===== src/rtl/counter_sequencer.sv =====
// Sequenced WIDTH-bit up/down counter with prescaler, one-shot/continuous modes,
// and start/stop/hold command handling (stop > start > hold).
module counter_sequencer #(
    parameter int WIDTH = 3,
    parameter int DIV_W = 4
) (
    input  logic             clk,
    input  logic             rst,
    input  logic             start,
    input  logic             stop,
    input  logic             hold,
    input  logic             mode,
    input  logic             dir,
    input  logic [WIDTH-1:0] load_val,
    input  logic [WIDTH-1:0] term_val,
    input  logic [DIV_W-1:0] div,
    output logic [WIDTH-1:0] count,
    output logic             busy,
    output logic             done,
    output logic             wrap,
    output logic [1:0]       state
);

    typedef enum logic [1:0] {
        IDLE  = 2'b00,
        RUN   = 2'b01,
        PAUSE = 2'b10,
        DONE  = 2'b11
    } state_t;

    state_t           state_q, state_d;
    logic [WIDTH-1:0] count_q, count_d;
    logic [DIV_W-1:0] pcnt_q, pcnt_d;
    logic             mode_q, mode_d;
    logic             dir_q, dir_d;
    logic [WIDTH-1:0] load_q, load_d;
    logic [WIDTH-1:0] term_q, term_d;
    logic [DIV_W-1:0] div_q, div_d;
    logic             done_q, done_d;
    logic             wrap_q, wrap_d;
    logic             busy_q, busy_d;
    logic             do_start;
    logic             do_run;

    always_ff @(posedge clk or posedge rst) begin
        if (rst) begin
            state_q <= IDLE;
            count_q <= '0;
            pcnt_q  <= '0;
            mode_q  <= 1'b0;
            dir_q   <= 1'b0;
            load_q  <= '0;
            term_q  <= '0;
            div_q   <= '0;
            done_q  <= 1'b0;
            wrap_q  <= 1'b0;
            busy_q  <= 1'b0;
        end else begin
            state_q <= state_d;
            count_q <= count_d;
            pcnt_q  <= pcnt_d;
            mode_q  <= mode_d;
            dir_q   <= dir_d;
            load_q  <= load_d;
            term_q  <= term_d;
            div_q   <= div_d;
            done_q  <= done_d;
            wrap_q  <= wrap_d;
            busy_q  <= busy_d;
        end
    end

    always_comb begin
        state_d  = state_q;
        count_d  = count_q;
        pcnt_d   = pcnt_q;
        mode_d   = mode_q;
        dir_d    = dir_q;
        load_d   = load_q;
        term_d   = term_q;
        div_d    = div_q;
        done_d   = 1'b0;
        wrap_d   = 1'b0;
        do_start = 1'b0;
        do_run   = 1'b0;

        case (state_q)
            IDLE: begin
                pcnt_d = '0;
                if (!stop && start) begin
                    do_start = 1'b1;
                end
            end
            RUN: begin
                if (stop) begin
                    state_d = IDLE;
                    pcnt_d  = '0;
                end else if (hold) begin
                    state_d = PAUSE;
                end else begin
                    do_run = 1'b1;
                end
            end
            PAUSE: begin
                // The release cycle is a run cycle, so holding N cycles costs exactly N cycles.
                if (stop) begin
                    state_d = IDLE;
                    pcnt_d  = '0;
                end else if (!hold) begin
                    state_d = RUN;
                    do_run  = 1'b1;
                end
            end
            DONE: begin
                pcnt_d = '0;
                if (stop) begin
                    state_d = IDLE;
                end else if (start) begin
                    do_start = 1'b1;
                end
            end
            default: begin
                state_d = IDLE;
            end
        endcase

        if (do_start) begin
            mode_d  = mode;
            dir_d   = dir;
            load_d  = load_val;
            term_d  = term_val;
            div_d   = div;
            count_d = load_val;
            pcnt_d  = '0;
            state_d = RUN;
        end

        if (do_run) begin
            if (pcnt_q == div_q) begin
                pcnt_d = '0;
                if (count_q == term_q) begin
                    if (mode_q) begin
                        count_d = load_q;
                        wrap_d  = 1'b1;
                    end else begin
                        state_d = DONE;
                        done_d  = 1'b1;
                    end
                end else if (dir_q) begin
                    count_d = count_q - 1'b1;
                end else begin
                    count_d = count_q + 1'b1;
                end
            end else begin
                pcnt_d = pcnt_q + 1'b1;
            end
        end

        busy_d = (state_d == RUN) || (state_d == PAUSE);
    end

    assign count = count_q;
    assign busy  = busy_q;
    assign done  = done_q;
    assign wrap  = wrap_q;
    assign state = state_q;

endmodule


===== config.mk =====
export PLATFORM = sky130hd
export DESIGN_NAME = counter_sequencer
export DESIGN_NICKNAME = d
export VERILOG_FILES = /design/src/rtl/counter_sequencer.sv
export SDC_FILE = /design/constraint.sdc
export NUM_CORES = 1
export LEC_CHECK = 0
export BUFFER_PORTS_ARGS = -buffer_cell sky130_fd_sc_hd__clkbuf_2
export CAP_MARGIN = 20
export CORE_ASPECT_RATIO = 1.2
export CORE_MARGIN = 2
export CORE_UTILIZATION = 48
export DETAILED_ROUTE_END_ITERATION = 6
export GPL_ROUTABILITY_DRIVEN = 0
export GPL_TIMING_DRIVEN = 0
export PLACE_DENSITY = 0.74
export SETUP_SLACK_MARGIN = 0.02
export SYNTH_ARGS = -nofsm -noshare
export SYNTH_HDL_FRONTEND = slang
export SYNTH_SLANG_ARGS = --single-unit

===== constraint.sdc =====
create_clock -name clk -period 1.6 [get_ports clk]
set_clock_uncertainty 0.05 [all_clocks]
set_input_delay 0.08 -clock clk [delete_from_list [all_inputs] [get_ports clk]]
set_output_delay 0.08 -clock clk [all_outputs]
set_load 0.005 [all_outputs]

==> flow_summary.toml <==
[final_layout]
nets = 218
insertedDiodeCount = 0
syn_to_final_growth_pct = 53.6
final_cells = 225
final_common_cell = "nand2_1"
drive_above_1_share_pct = 46.9
layout_common_cells = "nand2_1, clkbuf_2, dfrtp_1"

[clock_network]
htree_num_levels = 1
ctsRootBufferMaster = "clkbuf_4"
insertion_delay_ps = 330
cts_tree = "yes"
cts_sinks = 24
clk_pin_slew_worst_paths_ps = 120
cts_max_path_buffers = 2
cts-buffers-inserted = 3

[synth]
ys.flop_type = "dfrtp_1"
synth-simple-area-share_pct = 22.8
synth_nets = 162
synth_compound_area_share_pct = 11.4
synth_cell_type_count = 32
postSynthAreaPerCell_um2 = 9.27
synth_top_area_share_pct = 47.0
synthMuxAreaShare_pct = 0
synth_fa_ha_area_share_pct = 7.44
syn_area_um2 = 1280
ys_ff_latch = 24
synthCells = 138
seq_area_frac_synth_pct = 47.0
synthXorXnorAreaFrac_pct = 7.53
ys_async_sr_fraction_pct = 100
synth_area_leaders = "dfrtp_1, nand2_1, ha_1, xor2_1, xnor2_1"
ys.warnings.count = 0
synth-edff-count = 0
post-synth-top-area-cell = "dfrtp_1"
synth_top_family_by_area = "simple AND/OR/NAND/NOR gates"

[routing]
route.detailed.drc = 0
routed_via_density = 5.40
postRouteWirelength_um = 3630
route.met3.wl_um = 127
wl_met2_um = 2070
drt_first_pass_iters = 4
vias = 1216
wl_per_cell_um = 16.1
drtIter0Drc = 31
top_layer = "met4"
met1_length_um = 1350
antenna_left = 0

[setup_path]
critPathKind = "reg -> reg"
path_max_fanout = 5
crit_path_start_kind = "register"
r2r_setup_slack_ps = -160
cp_data_required_time_ps = 1770
reg2reg_depth = 8
arrival_ps = 1930
crit_path_end_kind = "register"

[global_routing]
grt_overflow_total = 0
globalRouteTotalUtil_pct = 21.4
antenna_found_initial = 0
grt_first_pass_wirelength_um = 4860
first_global_vias = 1120
grt_max_degree = 25

[timing]
setup_viol = 15
grt_setup_unrepaired = "true"
drv_slew = 0
fmax_ghz = 0.568
slew_headroom_pct = 38.1
finalCritPeriodShare_pct = 110
fin_crit_ps = 1760
tightestPinTransition_ps = 928
hold_violations = 0
fin_ws_ps = -160

[power]
power.total_mw = 3.50
ir_worst_vdd_v = 0.00135
leakage_nw = 0.955
powerDensity_nw_per_um2 = 1780

[worst_hold_path]
hold_class = "in -> reg"
hold_depth = 4

[outcome]
status = "finished, violations left"
violations = "negative setup slack"

[die]
dieWidth_um = 51.1
die_area_um2 = 3090
num_io_pins = 25
fp-row-count = 20
start_util_pct = 50.6
coreArea_um2 = 2530
die-height_um = 60.5

[place]
dp_hpwl_um = 1930
port_buffers = 24
dpl.cell_count = 195

[job]
cap_violations = 0
-- logic make-up after synthesis --
| logic type | count (synthesis) |
|---|---|
| AO/OA/AOI/OAI | 23 |
| XOR/XNOR | 11 |
| adder cells (fa/ha/maj) | 7 |
| buffers and inverters | 13 |
| flip-flops | 24 |
| AND/OR/NAND/NOR | 60 |
-- where the power goes --
| group | switching [mW] | internal, mW | leakage [nW] |
|---|---|---|---|
| Sequential | 0.224 | 0.836 | 0.306 |
| Clock | 0.180 | 0.0886 | 0.0138 |
| Combinational | 1.11 | 1.06 | 0.636 |
| Total | 1.52 | 1.98 | 0.955 |
-- Yosys cell counts (all sizes together), types with 2 or more instances --
master	instances
nand3	3
nand2	40
o22a	3
nor2	4
dfrtp	24
inv	10
nor3b	2
nor3	5
ha	6
a21oi	3
xor2	6
o21ai	10
nand2b	2
and3	2
clkbuf	2
xnor2	5
-- path summary, 6_finish.rpt --
check,startpoint,endpoint
setup / recovery,state[0]$_DFF_PP0_,count[2]$_DFF_PP0_
hold / removal,start,load_q[0]$_DFFE_PP0N_
setup reg to reg,state[0]$_DFF_PP0_,count[2]$_DFF_PP0_
hold reg to reg,div_q[0]$_DFFE_PP0N_,div_q[0]$_DFFE_PP0N_
max in group asynchronous,rst,state[0]$_DFF_PP0_
min in group asynchronous,rst,div_q[1]$_DFFE_PP0N_
-- worst max-delay path, stage by stage (launching register included) --
cell	delay, ps
dfrtp_2	490
inv_4	110
ha_4	210
nor2_4	100
o211ai_1	150
buf_4	200
nand2_1	80
nand2_1	70
o22a_1	200
-- through the flow --
stage                     setup TNS, ps  utilization [%]  worst slack, ps  hold WS (ps)  cell area, µm²
final                              -965             77.7             -160           162            1960
after global routing              -1580             77.7             -198           170            1960
after CTS                          -171             68.7            -58.4           130            1740
after detailed placement          -3290             57.2             -237           226            1450
after global placement            -1690             57.2             -126           220            1450
after floorplan                       0                -             30.1          44.6            1280
-- registers in the layout, indices dropped and copies added (netlist names) --
register / count
count: 3
dir_q: 1
div_q: 4
busy: 1
load_q: 3
done: 1
wrap: 1
state: 2
pcnt_q: 4
term_q: 3
mode_q: 1
-- cell type report --
cell class	instances	area, µm²
Sequential cell	24	603
Fill cell	167	563
Buffer	2	26.3
Clock buffer	3	22.5
Timing Repair Buffer	51	384
Inverter	11	43.8
Tap cell	33	41.3
Multi-Input combinational cell	101	843
-- routing by layer --
metal	up-vias	track usage, %
met5	-	0
met1	596	26.0
met2	44	39.3
li1	567	-
met4	0	9.27
met3	9	1.48
-- repair_timing --
action                                 CTS  global route
gates cloned                             0             2
buffers inserted                         7             5
hold buffers                            13             0
endpoints found under the hold margin   36             0
setup endpoints to repair               20            24
pin swaps                                7            31
gates resized for setup                 22            44
Note: power is estimated with default switching activity, not from simulation.
